File: config.mk
export PLATFORM = sky130hd
export DESIGN_NAME = alu32_issue_ctrl
export DESIGN_NICKNAME = d
export VERILOG_FILES = /design/src/rtl/alu32_issue_ctrl.sv
export SDC_FILE = /design/constraint.sdc
export NUM_CORES = 1
export LEC_CHECK = 0
export CAP_MARGIN = 20
export CORE_UTILIZATION = 41
export CTS_CLUSTER_DIAMETER = 60
export CTS_CLUSTER_SIZE = 24
export DETAILED_ROUTE_END_ITERATION = 16
export PLACE_DENSITY = 0.82
export SLEW_MARGIN = 5
export SYNTH_ARGS = -nofsm -noshare
export SYNTH_HDL_FRONTEND = slang
export SYNTH_SLANG_ARGS = --single-unit
export TNS_END_PERCENT = 10
File: constraint.sdc
create_clock -name Clk -period 4.62 [get_ports Clk]
set_input_delay 0.693 -clock Clk [delete_from_list [all_inputs] [get_ports Clk]]
set_output_delay 0.693 -clock Clk [all_outputs]
set_load 0.02 [all_outputs]
File: src/rtl/alu32_issue_ctrl.sv
`default_nettype none
// +----------------------------------------------------------------------------+
// | Module   : alu32_issue_ctrl                                                |
// | Purpose  : Issue/sequencing stage ahead of the ALU32 gated logic units.    |
// |            Accepts an operand pair and opcode, holds the operands on the   |
// |            unit inputs, enables one unit for EXEC_CYCLES settle cycles,    |
// |            captures the OR-combined unit result and presents it           |
// |            downstream over a valid/ready handshake.                        |
// | Options  : ALU_ISSUE_ZFLAG_EN - build the registered result-is-zero flag.  |
// | Revision : 1.0 - initial release                                           |
// +----------------------------------------------------------------------------+
module alu32_issue_ctrl #(
  parameter int NUM_UNITS   = 5,
  parameter int EXEC_CYCLES = 1,
  parameter int CNT_W       = 4
) (
  input  logic                 Clk,
  input  logic                 Rst,
  input  logic                 InValid,
  output logic                 InReady,
  input  logic [31:0]          InA,
  input  logic [31:0]          InB,
  input  logic [2:0]           InOp,
  output logic [31:0]          OpA,
  output logic [31:0]          OpB,
  output logic [NUM_UNITS-1:0] UnitEn,
  input  logic [31:0]          UnitResult,
  output logic                 OutValid,
  input  logic                 OutReady,
  output logic [31:0]          OutData,
  output logic                 OutErr,
  output logic                 OutZero
);

  typedef enum logic [1:0] {
    S_IDLE = 2'd0,
    S_EXEC = 2'd1,
    S_DONE = 2'd2
  } state_t;

  localparam logic [CNT_W-1:0]     c_cnt_init = CNT_W'(EXEC_CYCLES - 1);
  localparam logic [NUM_UNITS-1:0] c_one      = NUM_UNITS'(1);
  localparam logic [3:0]           c_num_op   = 4'(NUM_UNITS);

  state_t                 r_state;
  logic                   r_in_ready;
  logic                   r_out_valid;
  logic [31:0]            r_op_a;
  logic [31:0]            r_op_b;
  logic [NUM_UNITS-1:0]   r_unit_en;
  logic [31:0]            r_out_data;
  logic                   r_out_err;
  logic [CNT_W-1:0]       r_cnt;

  logic                   w_legal;
  logic [NUM_UNITS-1:0]   w_onehot;
  logic                   w_capture;

  // Opcode legality and the one-hot enable pattern it selects
  always_comb begin
    w_legal   = ({1'b0, InOp} < c_num_op);
    w_onehot  = c_one << InOp;
    w_capture = (r_state == S_EXEC) && (r_cnt == '0);
  end

  // Main sequencer: every output is a register so UnitEn cannot glitch
  always_ff @(posedge Clk or posedge Rst) begin
    if (Rst) begin
      r_state     <= S_IDLE;
      r_in_ready  <= 1'b1;
      r_out_valid <= 1'b0;
      r_op_a      <= '0;
      r_op_b      <= '0;
      r_unit_en   <= '0;
      r_out_data  <= '0;
      r_out_err   <= 1'b0;
      r_cnt       <= '0;
    end else begin
      case (r_state)
        S_IDLE: begin
          if (InValid) begin
            r_op_a     <= InA;
            r_op_b     <= InB;
            r_in_ready <= 1'b0;
            if (w_legal) begin
              r_state   <= S_EXEC;
              r_cnt     <= c_cnt_init;
              r_unit_en <= w_onehot;
            end else begin
              // Illegal opcode skips execution entirely; no unit is enabled
              r_state     <= S_DONE;
              r_out_valid <= 1'b1;
              r_out_data  <= '0;
              r_out_err   <= 1'b1;
            end
          end
        end
        S_EXEC: begin
          if (r_cnt != '0) begin
            r_cnt <= r_cnt - 1'b1;
          end else begin
            r_out_data  <= UnitResult;
            r_out_err   <= 1'b0;
            r_unit_en   <= '0;
            r_out_valid <= 1'b1;
            r_state     <= S_DONE;
          end
        end
        S_DONE: begin
          if (OutReady) begin
            r_out_valid <= 1'b0;
            r_in_ready  <= 1'b1;
            r_state     <= S_IDLE;
          end
        end
        default: begin
          r_state     <= S_IDLE;
          r_in_ready  <= 1'b1;
          r_out_valid <= 1'b0;
          r_unit_en   <= '0;
        end
      endcase
    end
  end

`ifdef ALU_ISSUE_ZFLAG_EN
  logic r_out_zero;

  // Zero flag captured alongside OutData; illegal opcodes report a zero result
  always_ff @(posedge Clk or posedge Rst) begin
    if (Rst) begin
      r_out_zero <= 1'b0;
    end else if ((r_state == S_IDLE) && InValid && !w_legal) begin
      r_out_zero <= 1'b1;
    end else if (w_capture) begin
      r_out_zero <= (UnitResult == 32'h0);
    end
  end

  assign OutZero = r_out_zero;
`else
  assign OutZero = 1'b0;
`endif

  assign InReady  = r_in_ready;
  assign OutValid = r_out_valid;
  assign OpA      = r_op_a;
  assign OpB      = r_op_b;
  assign UnitEn   = r_unit_en;
  assign OutData  = r_out_data;
  assign OutErr   = r_out_err;

endmodule
`default_nettype wire

==> run summary, run 1 <==
Yosys warnings = 0
Cts bufs inserted = 9
Crit Reg-Reg Endpoint = OutData[22]
Synth top area cells = dfrtp_1 64%, mux2_2 18%, a22o_1 6.8%
Synth cell count leaders = 109 x dfrtp_1, 68 x mux2_2, 33 x a22o_1, 9 x buf_2, 7 x nor2_1
Via count = 3096
Number of global-route vias before repair = 3339
RSZ-0062 raised after global routing = false
Ant diodes = 0
Post-synth top area share = 0.6387
Hold Startpoint = OutValid
Worst Max-Slew Pin Slew = 0.7784 ns
Reg2reg setup slack = 2.35 ns
Crit Path Max Fanout = 39
Worst hold path endpoint = OutValid
Root Buffer = clkbuf_8
Outcome = completed
Final antenna-violating net count = 0
Skew final = 0.01491 ns
Critical path startpoint category = input port
P per Cell Area = 725.1 nW/µm²
Cell count after synthesis = 276
First-pass GRT wire length = 16720 µm
Clk network pwr share = 0.125
Sw Ratio = 0.3704
Filler cells = 743
Initial antenna violation count = 0
DIE HEIGHT = 104.1 µm
R2r startpoint = r_state[0]
Post-cts resize count = 0
Bufs on Longest Clock Path = 2
Met2 WL = 5210 µm
Setup_tns = 0 ns
Setup violators final = 0
Skew-Pair Late Insertion Delay = 0.36 ns
Area grow syn2layout = 55.14%
Max Freq = 396.3 MHz
H-tree depth = 3
Core Footprint = 9955 µm²
Final hold vios = 0
Largest net degree at the start of global routing = 54
Met1 WL = 4141 µm
Die area = 10830 µm²
CTS Sinks = 110
Nature of the critical path endpoint = flop
Routed length per instance = 16.60 µm
Comb pwr share = 0.519
Port Buf Inserts = 206
DRT iter0 DRCs = 105
Dpl hpwl = 7488 µm
# IOs = 208
Initial core utilization = 0.4290
Post-synth EDFFs = 0
Met3 wire length = 757 µm
Detailed Route WL = 10280 µm
CTS Hold Bufs = 0
TritonRoute pass-1 iters = 6
Setup Fix Bufs, Post-CTS = 0
Share of layout cells above drive strength 1 = 0.2016
DR top layer = met4
Data required time of the worst path = 4.90 ns
Seq pwr share = 0.356
Maximum vdd ir drop = 0.3939 mV
Avg Vias per Cell = 5.002
Unique cell type count in the Yosys netlist = 34
Clk pin slew, worst setup/hold paths = 0.10 ns
Mapped Nets = 381
GR Overflow Total = 0
GPL Wtd Cong = 0.7443
CP Data Arrival Time = 2.81 ns
Cells on Worst Hold Path = 2
Netlist Area Pre-Place = 4270 µm²
Drt drc = 0
GRT Resource Usage Total = 0.1947
Sw Pwr = 1.779 mW
Die Wd = 104.1 µm
CTS tree = built
R2R depth = 5
Hold WC Path Type = reg -> reg
Synth Area per Inst = 15.47 µm²
Dominant synthesized flop cell = dfrtp_1
Count leader, synth = dfrtp_1
MaxCap Viol Count = 0
Pleak = 2.815 nW
Yosys reg bits = 110
Setup CP Type = in -> reg
Max_slew headroom = 0.4798
Seq/Total Area, Yosys = 0.6449
Final Max Slew Viols = 0
Pint = 3.024 mW
Asr flop ratio synth = 1.000
Final Power = 4.804 mW
Minimum clock period = 2.523 ns
Final net count = 586
Tcrit/Tclk final = 0.5462
Post-synth top area cell = dfrtp_1
# rows = 36
==> worst max path at each step <==
stage                     startpoint     endpoint  slack [ns]  cells after the start
after floorplan                  Rst       OpA[0]        1.03                      1
after global placement       InValid       OpA[3]        1.82                      5
after detailed placement     InValid      OpA[30]        1.75                      5
after CTS                    InValid  OutData[10]        2.11                      6
after global routing         InValid  OutData[22]        2.01                      6
final                        InValid  OutData[22]        2.10                      6
==> through the flow <==
step / util / worst slack, ns / instances / hold WS, ns / cell area, µm²
4_1_cts: 0.6655 / 2.106 / 619 / 0.4972 / 6625
5_1_grt: 0.6655 / 2.014 / 619 / 0.5300 / 6625
2_1_floorplan: - / 1.026 / 276 / 0.4908 / 4270
3_5_place_dp: 0.6444 / 1.748 / 603 / 0.4730 / 6415
6_report: 0.6655 / 2.097 / 619 / 0.4913 / 6625
3_3_place_gp: 0.6444 / 1.819 / 603 / 0.4664 / 6415
==> state kept, by name (all words and copies together) (netlist names) <==
name      cells
r_state       2
UnitEn        5
r_cnt         4
OutValid      1
InReady       1
OutData      32
OpA          32
OutErr        1
OpB          32
==> power groups by stage <==
stage / sequential, mW / combinational (mW) / clock [mW]
2_1_floorplan: 2.23 / 0.874 / 0
3_3_place_gp: 1.71 / 2.47 / 0
6_report: 1.71 / 2.50 / 0.600
3_5_place_dp: 1.73 / 2.51 / 0
5_1_grt: 1.78 / 2.64 / 0.656
4_1_cts: 1.71 / 2.52 / 0.619
==> kinds of logic (layout without fill, tap and decap cells) <==
kind of cell / Yosys count / after routing / synth area share
flops: 110 / 110 / 0.6449
simple gates: 21 / 21 / 0.03223
fa+ha+maj: 2 / 2 / 0.005859
compound gates: 50 / 50 / 0.09903
mux: 69 / 69 / 0.1828
buf+inv: 23 / 233 / 0.03428
other cells: 1 / 1 / 0.0008781
==> per-layer routing <==
layer  GRT usage  up-vias
li1            -     1402
met1      0.2307     1551
met2      0.3367      131
met3     0.06266       12
met4     0.05918        0
met5           0        -
==> cell usage in the layout, fill, tap and decap left out, types with 2 or more instances in the layout <==
| cell type | synthesis | routed |
|---|---|---|
| inv_6 | 0 | 2 |
| buf_4 | 3 | 5 |
| mux2_2 | 68 | 68 |
| a21oi_1 | 4 | 4 |
| ha_1 | 2 | 2 |
| nand2_1 | 3 | 3 |
| clkbuf_8 | 0 | 9 |
| clkdlybuf4s50_1 | 0 | 206 |
| nor2_1 | 7 | 7 |
| a22o_1 | 33 | 33 |
| o21ai_0 | 3 | 3 |
| inv_1 | 6 | 5 |
| inv_8 | 0 | 2 |
| dfrtp_1 | 109 | 109 |
| o21a_1 | 2 | 2 |
| a221oi_2 | 2 | 2 |
==> cell type report <==
class,instances,area (µm²),area share
Clock inverter,7,86.33,0.01303
Tap cell,133,166.4,0.02512
Multi-Input combinational cell,143,1370,0.2068
Inverter,6,25.02,0.003777
Sequential cell,110,2754,0.4157
Clock buffer,9,123.9,0.01870
Timing Repair Buffer,211,2100,0.3169
==> worst max-delay path, cell delays in order <==
cell	delay, ns
clkdlybuf4s50_1	0.44
nor3b_4	0.17
buf_4	0.29
a2bb2oi_2	0.67
buf_4	0.37
a22o_1	0.17
Note: power is estimated with default switching activity, not from simulation.
==> inputs of run 2 (changes only) <==
==> constraint.sdc (replaced) <==
create_clock -name Clk -period 2.6 [get_ports Clk]
set_input_delay 0.39 -clock Clk [delete_from_list [all_inputs] [get_ports Clk]]
set_output_delay 0.39 -clock Clk [all_outputs]
set_load 0.02 [all_outputs]
==> run 2 against run 1 <==
Sequential power grew 78%. Setup slack lost 1.5 ns. First-iteration DRC count grew 2.9%. Via count grew 0.26%. Critical path depth is the same. Die area is the same. Combinational power grew 80%.
==> run summary, run 2 (same netlist as run 1, synthesis figures left out) <==
Skew-Pair Late Insertion Delay = 0.36 ns
CP Data Arrival Time = 2.29 ns
DIE HEIGHT = 104.1 µm
PnR worst setup slack = 0.5635 ns
Nature of the critical path endpoint = flop
Outcome = completed
Post-cts resize count = 0
Data required time of the worst path = 2.86 ns
Filler cells = 729
Setup violators final = 0
Critical path startpoint category = flop
H-tree depth = 3
Max Freq = 491.0 MHz
CTS Sinks = 110
Initial antenna violation count = 0
Detailed Route WL = 10580 µm
Minimum clock period = 2.037 ns
Final Max Slew Viols = 0
P per Cell Area = 1287 nW/µm²
Tcrit/Tclk final = 0.7833
Worst Max-Slew Pin Slew = 0.7121 ns
Crit Path Max Fanout = 34
Die Wd = 104.1 µm
Hold WC Path Type = in -> async
Final net count = 588
Pleak = 2.832 nW
GRT Resource Usage Total = 0.2010
Post-route cell area = 6684 µm²
Routed length per instance = 17.04 µm
Post-place setup slack = 0.3857 ns
# IOs = 208
Root Buffer = clkbuf_8
Final antenna-violating net count = 0
Largest net degree at the start of global routing = 41
Area grow syn2layout = 56.52%
# rows = 36
Dpl hpwl = 7700 µm
Setup Fix Bufs, Post-CTS = 0
Maximum vdd ir drop = 0.6036 mV
Crit. Startpoint = r_cnt[0]
DRT iter0 DRCs = 108
Max_slew headroom = 0.5242
GR Overflow Total = 0
GPL Wtd Cong = 0.7708
Number of global-route vias before repair = 3323
Setup_tns = 0 ns
TritonRoute pass-1 iters = 4
Avg Vias per Cell = 4.998
Initial core utilization = 0.4290
Final hold vios = 0
CTS tree = built
RSZ-0062 raised after global routing = false
Commonest cells after routing, fill and taps aside = 206 x clkdlybuf4s50_1, 109 x dfrtp_1, 68 x mux2_2
Skew final = 0.009245 ns
Die area = 10830 µm²
Cts bufs inserted = 9
MaxCap Viol Count = 0
Port Buf Inserts = 206
Share of layout cells above drive strength 1 = 0.2049
Setup CP Type = reg -> reg
Ant diodes = 0
Placed Area = 6481 µm²
CTS Hold Bufs = 0
Via count = 3104
Bufs on Longest Clock Path = 2
Drt drc = 0
Clk pin slew, worst setup/hold paths = 0.11 ns
R2r startpoint = r_cnt[0]
Most common cell after layout, fill and taps aside = clkdlybuf4s50_1
First-pass GRT wire length = 17080 µm
Core Footprint = 9955 µm²
[run 2: cell count changes in the layout (fill, tap and decap cells not counted), sizes merged]
cell / change
buf: +2
clkinvlp: +2
inv: -2
[run 2: final timing paths]
kind	to	slack, ns	cells past startpoint
worst max register to register	OutData[18]	0.56	6
worst max-delay path	OutData[18]	0.56	6
worst min-delay path	OpA[26]	0.48	2
max in group asynchronous	InReady	1.45	3
min in group Clk	OutValid	0.48	2
worst min register to register	OutValid	0.48	2
[run 2: worst max-delay path: stages, from the launching register on]
cell and delay (ns):
dfrtp_1 0.40, inv_1 0.13, ha_1 0.20, or3b_1 0.50
a2bb2oi_2 0.20, buf_4 0.27, a22o_1 0.24
[run 2: layout make-up]
cell class,count,area [µm²],area share
Clock inverter,7,78.83,0.01179
Clock buffer,9,123.9,0.01853
Sequential cell,110,2754,0.4120
Timing Repair Buffer,213,2165,0.3238
Inverter,6,26.28,0.003931
Tap cell,133,166.4,0.02490
Multi-Input combinational cell,143,1370,0.2050
[run 2: where the power goes]
| group | switching [mW] | internal (mW) |
|---|---|---|
| Clock | 0.592 | 0.458 |
| Sequential | 0.497 | 2.55 |
| Combinational | 2.11 | 2.40 |
| Total | 3.20 | 5.41 |
[run 2: metal layers]
| layer | track usage | share of wire | vias to the layer above |
|---|---|---|---|
| li1 | - | - | 1413 |
| met1 | 0.2246 | 0.39 | 1540 |
| met2 | 0.3562 | 0.51 | 139 |
| met3 | 0.08083 | 0.086 | 12 |
| met4 | 0.04898 | 0.013 | 0 |
| met5 | 0 | 0 | - |
[run 2: stage by stage]
stage / instances / hold WS (ns) / total power [mW] / util
after floorplan: 276 / 0.4763 / 5.515 / -
after global placement: 605 / 0.4597 / 7.464 / 0.6511
after detailed placement: 605 / 0.4658 / 7.608 / 0.6511
after CTS: 621 / 0.4838 / 8.697 / 0.6714
after global routing: 621 / 0.5052 / 9.053 / 0.6714
final: 621 / 0.4771 / 8.603 / 0.6714
